==> src/rtl/sm4_key_expander.sv <==
// SM4 key schedule: expands a 128-bit master key into the 32 round keys,
// computing rounds_per_cycle_p chained rounds per clock, and serves them
// from a register file in encryption or reversed (decryption) order.

package sm4_encryptor;
  localparam int word_width_p   = 32;
  localparam int key_size_p     = 128;
  localparam int turn_key_num_p = 32;
endpackage

// SM4 byte substitution, purely combinational table lookup.
module sm4_sbox (
  input  logic [7:0] i_data,
  output logic [7:0] o_data
);
  localparam logic [0:255][7:0] c_table = {
    128'hd690e9fecce13db716b614c228fb2c05,
    128'h2b679a762abe04c3aa44132649860699,
    128'h9c4250f491ef987a33540b43edcfac62,
    128'he4b31ca9c908e89580df94fa758f3fa6,
    128'h4707a7fcf37317ba83593c19e6854fa8,
    128'h686b81b27164da8bf8eb0f4b70569d35,
    128'h1e240e5e6358d1a225227c3b01217887,
    128'hd40046579fd327524c3602e7a0c4c89e,
    128'heabf8ad240c738b5a3f7f2cef96115a1,
    128'he0ae5da49b341a55ad933230f58cb1e3,
    128'h1df6e22e8266ca60c02923ab0d534e6f,
    128'hd5db3745defd8e2f03ff6a726d6c5b51,
    128'h8d1baf92bbddbc7f11d95c411f105ad8,
    128'h0ac13188a5cd7bbd2d74d012b8e5b4b0,
    128'h8969974a0c96777e65b9f109c56ec684,
    128'h18f07dec3adc4d2079ee5f3ed7cb3948
  };

  assign o_data = c_table[i_data];
endmodule

module sm4_key_expander #(
  parameter int rounds_per_cycle_p = 1,
  parameter int turn_key_num_p     = sm4_encryptor::turn_key_num_p,
  parameter int word_width_p       = sm4_encryptor::word_width_p,
  parameter int key_size_p         = sm4_encryptor::key_size_p
) (
  input  logic              clk_i,
  input  logic              reset_n_i,
  sm4_key_expander_if.slave bus
);
  localparam int c_rpc = rounds_per_cycle_p;
  localparam logic [127:0] c_fk = 128'hA3B1BAC6_56AA3350_677D9197_B27022DC;

  // Reject configurations the datapath cannot represent.
  if (!(c_rpc == 1 || c_rpc == 2 || c_rpc == 4 || c_rpc == 8 ||
        c_rpc == 16 || c_rpc == 32)) begin : g_bad_rpc
    $error("sm4_key_expander: rounds_per_cycle_p=%0d must be 1, 2, 4, 8, 16 or 32",
           rounds_per_cycle_p);
  end
  if (turn_key_num_p != 32) begin : g_bad_num
    $error("sm4_key_expander: turn_key_num_p=%0d must be 32", turn_key_num_p);
  end
  if (word_width_p != 32 || key_size_p != 128) begin : g_bad_width
    $error("sm4_key_expander: word_width_p must be 32 and key_size_p 128");
  end

  typedef enum logic [1:0] {
    IDLE   = 2'd0,
    EXPAND = 2'd1,
    READY  = 2'd2
  } state_t;

  state_t                  r_state;
  state_t                  w_state_next;
  logic [4:0]              r_cnt;
  // Sliding window {K(i), K(i+1), K(i+2), K(i+3)}, K(i) in the top word.
  logic [key_size_p-1:0]   r_win;
  logic [word_width_p-1:0] r_store [turn_key_num_p];
  logic [word_width_p-1:0] r_rk;

  logic                    w_accept;
  logic                    w_key_ready;
  logic                    w_busy;
  logic                    w_keys_valid;
  logic [word_width_p-1:0] w_rk [c_rpc];
  logic [key_size_p-1:0]   w_win_last;
  logic [4:0]              w_rd_idx;

  // System parameter CK(i): byte j (MSB first) is ((4i+j)*7) mod 256.
  // The multiply by 7 is done as (n<<3)-n on a 7-bit index.
  function automatic logic [31:0] ck_word(input logic [4:0] i_idx);
    logic [31:0] v_word;
    logic [6:0]  v_n;
    logic [9:0]  v_prod;
    v_word = '0;
    for (int j = 0; j < 4; j++) begin
      v_n    = {i_idx, 2'(j)};
      v_prod = {v_n, 3'b000} - {3'b000, v_n};
      v_word = {v_word[23:0], v_prod[7:0]};
    end
    return v_word;
  endfunction

  // Chain of c_rpc rounds. Stage gi handles round r_cnt+gi and hands the
  // shifted window to the next stage; each stage yields one round key.
  genvar gi, gj;
  for (gi = 0; gi < c_rpc; gi++) begin : g_round
    logic [key_size_p-1:0]   w_win_in;
    logic [key_size_p-1:0]   w_win_out;
    logic [word_width_p-1:0] w_x;
    logic [word_width_p-1:0] w_tau;
    logic [word_width_p-1:0] w_l;
    logic [word_width_p-1:0] w_k_new;

    if (gi == 0) begin : g_src
      assign w_win_in = r_win;
    end else begin : g_src
      assign w_win_in = g_round[gi-1].w_win_out;
    end

    assign w_x = w_win_in[95:64] ^ w_win_in[63:32] ^ w_win_in[31:0] ^
                 ck_word(r_cnt + 5'(gi));

    for (gj = 0; gj < 4; gj++) begin : g_byte
      sm4_sbox u_sbox (
        .i_data (w_x[31-8*gj -: 8]),
        .o_data (w_tau[31-8*gj -: 8])
      );
    end

    // Key-schedule linear transform L'(B) = B ^ (B<<<13) ^ (B<<<23).
    assign w_l       = w_tau ^ {w_tau[18:0], w_tau[31:19]} ^ {w_tau[8:0], w_tau[31:9]};
    assign w_k_new   = w_win_in[127:96] ^ w_l;
    assign w_win_out = {w_win_in[95:0], w_k_new};
    assign w_rk[gi]  = w_k_new;
  end

  assign w_win_last = g_round[c_rpc-1].w_win_out;
  assign w_accept   = bus.key_v_i && w_key_ready;
  assign w_rd_idx   = bus.decrypt_i ? (5'd31 - bus.rd_addr_i) : bus.rd_addr_i;

  // State register.
  always_ff @(posedge clk_i or negedge reset_n_i) begin
    if (!reset_n_i) begin
      r_state <= IDLE;
    end else begin
      r_state <= w_state_next;
    end
  end

  // Next-state and status outputs; leave EXPAND after the final group of rounds.
  always_comb begin
    w_state_next = r_state;
    w_key_ready  = 1'b1;
    w_busy       = 1'b0;
    w_keys_valid = 1'b0;
    case (r_state)
      IDLE: begin
        if (bus.key_v_i) w_state_next = EXPAND;
      end
      EXPAND: begin
        w_key_ready = 1'b0;
        w_busy      = 1'b1;
        if (r_cnt == 5'(turn_key_num_p - c_rpc)) w_state_next = READY;
      end
      READY: begin
        w_keys_valid = 1'b1;
        if (bus.key_v_i) w_state_next = EXPAND;
      end
      default: begin
        w_state_next = IDLE;
      end
    endcase
  end

  // Round counter and K window: whitening on accept, slide while expanding.
  always_ff @(posedge clk_i or negedge reset_n_i) begin
    if (!reset_n_i) begin
      r_cnt <= '0;
      r_win <= '0;
    end else if (w_accept) begin
      r_cnt <= '0;
      r_win <= bus.key_i ^ c_fk;
    end else if (r_state == EXPAND) begin
      r_cnt <= r_cnt + 5'(c_rpc);
      r_win <= w_win_last;
    end
  end

  // Round-key store: entry e is written by chain stage e mod c_rpc in the
  // cycle whose counter equals the start of its group, so no write mux.
  always_ff @(posedge clk_i or negedge reset_n_i) begin
    if (!reset_n_i) begin
      for (int e = 0; e < turn_key_num_p; e++) r_store[e] <= '0;
    end else if (r_state == EXPAND) begin
      for (int e = 0; e < turn_key_num_p; e++) begin
        if (r_cnt == 5'(e - (e % c_rpc))) r_store[e] <= w_rk[e % c_rpc];
      end
    end
  end

  // Registered read port, ungated; reversed index for decryption order.
  always_ff @(posedge clk_i or negedge reset_n_i) begin
    if (!reset_n_i) begin
      r_rk <= '0;
    end else begin
      r_rk <= r_store[w_rd_idx];
    end
  end

  assign bus.key_ready_o  = w_key_ready;
  assign bus.busy_o       = w_busy;
  assign bus.keys_valid_o = w_keys_valid;
  assign bus.rk_o         = r_rk;
endmodule

==> src/rtl/sm4_key_expander_if.sv <==
// Key-load and round-key read bundle shared by the key source, the SM4 key
// expander and the round datapath that consumes the stored round keys.
interface sm4_key_expander_if #(
  parameter int word_width_p = 32,
  parameter int key_size_p   = 128
);
  logic                    key_v_i;
  logic [key_size_p-1:0]   key_i;
  logic                    key_ready_o;
  logic                    busy_o;
  logic                    keys_valid_o;
  logic [4:0]              rd_addr_i;
  logic                    decrypt_i;
  logic [word_width_p-1:0] rk_o;

  // Key source / round datapath side
  modport master (
    output key_v_i, key_i, rd_addr_i, decrypt_i,
    input  key_ready_o, busy_o, keys_valid_o, rk_o
  );

  // Key expander side
  modport slave (
    input  key_v_i, key_i, rd_addr_i, decrypt_i,
    output key_ready_o, busy_o, keys_valid_o, rk_o
  );
endinterface

==> src/flat_wrapper.sv <==
// flat-port wrapper written by rule: the top's interface ports become plain ports
module sm4_key_expander_flat 
#(
  parameter int rounds_per_cycle_p = 1,
  parameter int turn_key_num_p     = sm4_encryptor::turn_key_num_p,
  parameter int word_width_p       = sm4_encryptor::word_width_p,
  parameter int key_size_p         = sm4_encryptor::key_size_p
)
  (clk_i, reset_n_i, bus_key_v_i, bus_key_i, bus_rd_addr_i, bus_decrypt_i, bus_key_ready_o, bus_busy_o, bus_keys_valid_o, bus_rk_o);
  sm4_key_expander_if #(.word_width_p(word_width_p), .key_size_p(key_size_p)) bus_i ();
  input  logic clk_i;
  input  logic reset_n_i;
  input wire logic [$bits(bus_i.key_v_i)-1:0] bus_key_v_i;
  input wire logic [$bits(bus_i.key_i)-1:0] bus_key_i;
  input wire logic [$bits(bus_i.rd_addr_i)-1:0] bus_rd_addr_i;
  input wire logic [$bits(bus_i.decrypt_i)-1:0] bus_decrypt_i;
  output wire logic [$bits(bus_i.key_ready_o)-1:0] bus_key_ready_o;
  output wire logic [$bits(bus_i.busy_o)-1:0] bus_busy_o;
  output wire logic [$bits(bus_i.keys_valid_o)-1:0] bus_keys_valid_o;
  output wire logic [$bits(bus_i.rk_o)-1:0] bus_rk_o;
  assign bus_i.key_v_i = bus_key_v_i;
  assign bus_i.key_i = bus_key_i;
  assign bus_i.rd_addr_i = bus_rd_addr_i;
  assign bus_i.decrypt_i = bus_decrypt_i;
  assign bus_key_ready_o = bus_i.key_ready_o;
  assign bus_busy_o = bus_i.busy_o;
  assign bus_keys_valid_o = bus_i.keys_valid_o;
  assign bus_rk_o = bus_i.rk_o;
  sm4_key_expander #(.rounds_per_cycle_p(rounds_per_cycle_p), .turn_key_num_p(turn_key_num_p), .word_width_p(word_width_p), .key_size_p(key_size_p)) u_core (.clk_i(clk_i), .reset_n_i(reset_n_i), .bus(bus_i));
endmodule
==> config.mk <==
export PLATFORM = sky130hd
export DESIGN_NAME = sm4_key_expander_flat
export DESIGN_NICKNAME = d
export VERILOG_FILES = /design/src/rtl/sm4_key_expander.sv /design/src/rtl/sm4_key_expander_if.sv /design/src/flat_wrapper.sv
export SDC_FILE = /design/constraint.sdc
export NUM_CORES = 2
export LEC_CHECK = 0
export CAP_MARGIN = 30
export CORE_AREA = 4 4 371 373
export DETAILED_ROUTE_END_ITERATION = 16
export DIE_AREA = 0 0 375 377
export MAX_ROUTING_LAYER = met4
export PLACE_DENSITY = 0.68
export SETUP_SLACK_MARGIN = 0.1
export SYNTH_ARGS = -nofsm -noshare
export SYNTH_HDL_FRONTEND = slang
export SYNTH_SLANG_ARGS = --single-unit
==> constraint.sdc <==
create_clock -name clk_i -period 5.47 [get_ports clk_i]
set_input_delay 0.547 -clock clk_i [delete_from_list [all_inputs] [get_ports clk_i]]
set_output_delay 0.547 -clock clk_i [all_outputs]
set_load 0.03 [all_outputs]
==> flow_summary.json <==
{
  "clock_sinks": 1191,
  "cpMaxStageDelayCell": "dfrtp_1",
  "cts.reportedPaths.clkPinSlew_ns": 0.06,
  "grt.overflow.total": 0,
  "dr.pass1.iters": 7,
  "cp_top_family": "compound AO/OA/AOI/OAI gates",
  "critPathLaunchType": "flop",
  "startpoint": "u_core.r_cnt[1]$_DFFE_PN0P_",
  "num_rows": 135,
  "r2r_setup_slack_ns": 0.35,
  "area_growth_pct": 14.40,
  "max-slew-margin-rel_pct": 29.21,
  "finalSetupViolCount": 0,
  "path_buf_inv": 5,
  "period_minus_slack_ns": 5.125,
  "ios": 172,
  "dieArea_um2": 141400,
  "synth_edf_count": 0,
  "synth_async_sr_flop_share_pct": 100.0,
  "tns_ns": 0,
  "drt.antenna.violating_nets": 0,
  "yosys_register_bits": 1191,
  "first_global_vias": 55700,
  "root_buffer": "clkbuf_16",
  "ys_types": 109,
  "start_util_pct": 49.49,
  "route.detailed.drc": 0,
  "avgSynthCellArea_um2": 9.533,
  "cts_hold_buf": 1,
  "grt_usage_pct": 36.53,
  "fin_util_pct": 56.61,
  "cts_setup_buffers": 0,
  "viasPerCell": 6.581,
  "rr_startpoint": "u_core.r_cnt[1]$_DFFE_PN0P_",
  "numCtsBuffers": 119,
  "timing.fmax_mhz": 195.1,
  "clock_path_buffers": 3,
  "crit_path_end_kind": "flop",
  "drive_above_1_share_pct": 15.36,
  "hold_viol": 0,
  "syn_area_um2": 66620,
  "io_buffers": 171,
  "finalWeightedCongestion": 1.096,
  "yosys.area.top_type": "dfrtp_1",
  "crit_chain": "inv_1 > ha_1 > xnor2_1 > buf_4 > xor2_4 > buf_12 > nand2_1 > a21oi_1 > nor3_1 > o21ai_0 > nand3_1 > a32oi_1 > buf_4 > xnor2_1 > xnor2_2 > buf_12 > o21ai_0",
  "die_w_um": 375,
  "clk_latency_ns": 0.78,
  "status": "completed",
  "synthFlopType": "dfrtp_1",
  "period_share_pct": 93.69,
  "synth_warnings": 0,
  "antenna_found_initial": 14,
  "grt_max_degree": 173,
  "hold_ws_ns": 0.4691,
  "max_stage_delay_ns": 0.48,
  "netlist_instances": 6988,
  "final_max_slew_viol_count": 0,
  "post_cts_resized": 0,
  "synth_nets": 7181,
  "drv_cap": 0,
  "worst_pin_slew_ns": 1.062,
  "synthTopCellsByArea": "dfrtp_1, mux4_2, nand2_1, o21ai_0, clkbuf_1",
  "synth-seq-area-share_pct": 44.74,
  "critical_path_class": "flop to flop",
  "critPathMaxFanout": 50,
  "finalClockSkew_ns": 0.09710,
  "crit_path_end": "u_core.r_store[306]$_DFFE_PN0P_",
  "hp-class": "primary input to flop",
  "cts_tree": "built",
  "cp.arrival_ns": 5.69,
  "crit_required_ns": 6.03,
  "num_vias": 58070,
  "synth_top_cell_area_share_pct": 44.74,
  "cp.depth": 17,
  "drt_iter0_markers": 8401,
  "r2r-end": "u_core.r_store[306]$_DFFE_PN0P_",
  "fp.coreArea_um2": 134600,
  "htree_levels": 3,
  "grt_pass1_wl_um": 376100,
  "dp_hpwl_um": 165200,
  "die_h_um": 377,
  "finalWirelength_um": 253800,
  "nets": 7131,
  "r2r_cells": 17,
  "wl_per_cell_um": 28.75,
  "rsz0062_at_grt": "false"
}
[registers in the layout, summed over array words and instances (netlist names)]
| signal | count |
|---|---|
| u_core.bus.rk_o | 32 |
| u_core.g_round.w_win_in | 128 |
| u_core.r_cnt | 5 |
| u_core.r_state | 2 |
| u_core.r_store | 1024 |
[cells in the final DEF, fill, tap and decap left out, drive strengths merged, types with 100 or more instances in the layout]
cell | synthesis | routed
a21oi | 230 | 230
mux4 | 333 | 333
nor3 | 100 | 100
o21ai | 1394 | 1394
buf | 246 | 365
nand2 | 1464 | 1464
nor2 | 258 | 258
xnor2 | 156 | 156
clkdlybuf4s50 | 0 | 169
nand3 | 114 | 114
dfrtp | 1191 | 1191
clkbuf | 461 | 174
[per-layer routing]
metal	track usage, %	up-vias	share of wire [%]
met5	-	-	0
met4	15.71	0	5.2
met3	7.909	723	10
met2	54.16	3483	45
met1	48.92	28730	40
li1	-	25140	-
[Yosys cell counts (16+ instances only)]
cell type	count
nand2b_1	21
a311o_1	16
o22ai_1	32
a21oi_1	228
buf_4	29
o2111ai_1	18
ha_1	55
o211ai_1	86
buf_1	46
xor2_1	59
nor2_1	257
a211oi_1	71
mux2_2	33
o21ai_0	1074
nand2_1	1462
nor3_1	95
xnor2_1	125
dfrtp_1	1191
clkbuf_1	454
mux2i_1	74
or3_1	18
a31oi_1	64
nor2b_1	19
o21ai_1	320
nand4_1	18
o311ai_0	35
buf_2	160
nand3_1	114
xnor2_2	28
o31ai_1	18
a311oi_1	41
a221oi_1	26
mux4_2	332
o221ai_1	36
inv_1	28
[final cells by class]
| cell class | count | area [µm²] |
|---|---|---|
| Timing Repair Buffer | 536 | 5498 |
| Clock inverter | 42 | 611.8 |
| Clock buffer | 173 | 3521 |
| Fill cell | 11540 | 58410 |
| Antenna cell | 12 | 30.03 |
| Inverter | 36 | 142.6 |
| Multi-Input combinational cell | 5054 | 34380 |
| Sequential cell | 1191 | 29800 |
| Tap cell | 1781 | 2228 |
[metrics by stage]
stage               worst slack (ns)  instances  cell area, µm²
floorplan                      1.342       6988           66620
global placement              0.4519       8584           71720
detailed placement            0.4584       8593           71930
CTS                           0.4612       8809           76070
global route                  0.1257       8822           76210
finish                        0.3450       8825           76210
[cell families (layout without fill, tap and decap cells)]
group	after synthesis	in the layout	share of synthesized area (%)
adders and majority gates	56	56	1.063
and+or+nand+nor	2071	2071	12.72
buffers and inverters	743	787	4.793
other	0	12	0
xor gates and xnor gates	230	230	3.685
AOI/OAI and AO/OA	2257	2257	20.07
muxes	440	440	12.93
DFF	1191	1191	44.74
[worst min path at each step]
stage	from	endpoint	slack, ns	cells past startpoint
floorplan	reset_n_i	u_core.bus.rk_o[0]$_DFF_PN0_	0.25	0
global placement	u_core.r_store[16]$_DFFE_PN0P_	u_core.r_store[16]$_DFFE_PN0P_	0.46	2
detailed placement	u_core.r_store[521]$_DFFE_PN0P_	u_core.r_store[521]$_DFFE_PN0P_	0.47	2
CTS	bus_key_i[84]	u_core.g_round[0].w_win_in[84]$_DFFE_PN0P_	0.43	3
global route	bus_key_i[21]	u_core.g_round[0].w_win_in[21]$_DFFE_PN0P_	0.46	4
finish	bus_key_i[21]	u_core.g_round[0].w_win_in[21]$_DFFE_PN0P_	0.47	4
[worst register-to-register path: stages (launching register included)]
cell and delay (ns):
dfrtp_1 0.48, inv_1 0.18, ha_1 0.47, xnor2_1 0.17, buf_4 0.21, xor2_4 0.44
buf_12 0.29, nand2_1 0.31, a21oi_1 0.37, nor3_1 0.09, o21ai_0 0.42, nand3_1 0.16
a32oi_1 0.35, buf_4 0.23, xnor2_1 0.28, xnor2_2 0.19, buf_12 0.20, o21ai_0 0.15
Power is left out: the tool's default activity adds up to more than one toggle a clock period on the data nets, which glitch-free logic cannot reach.
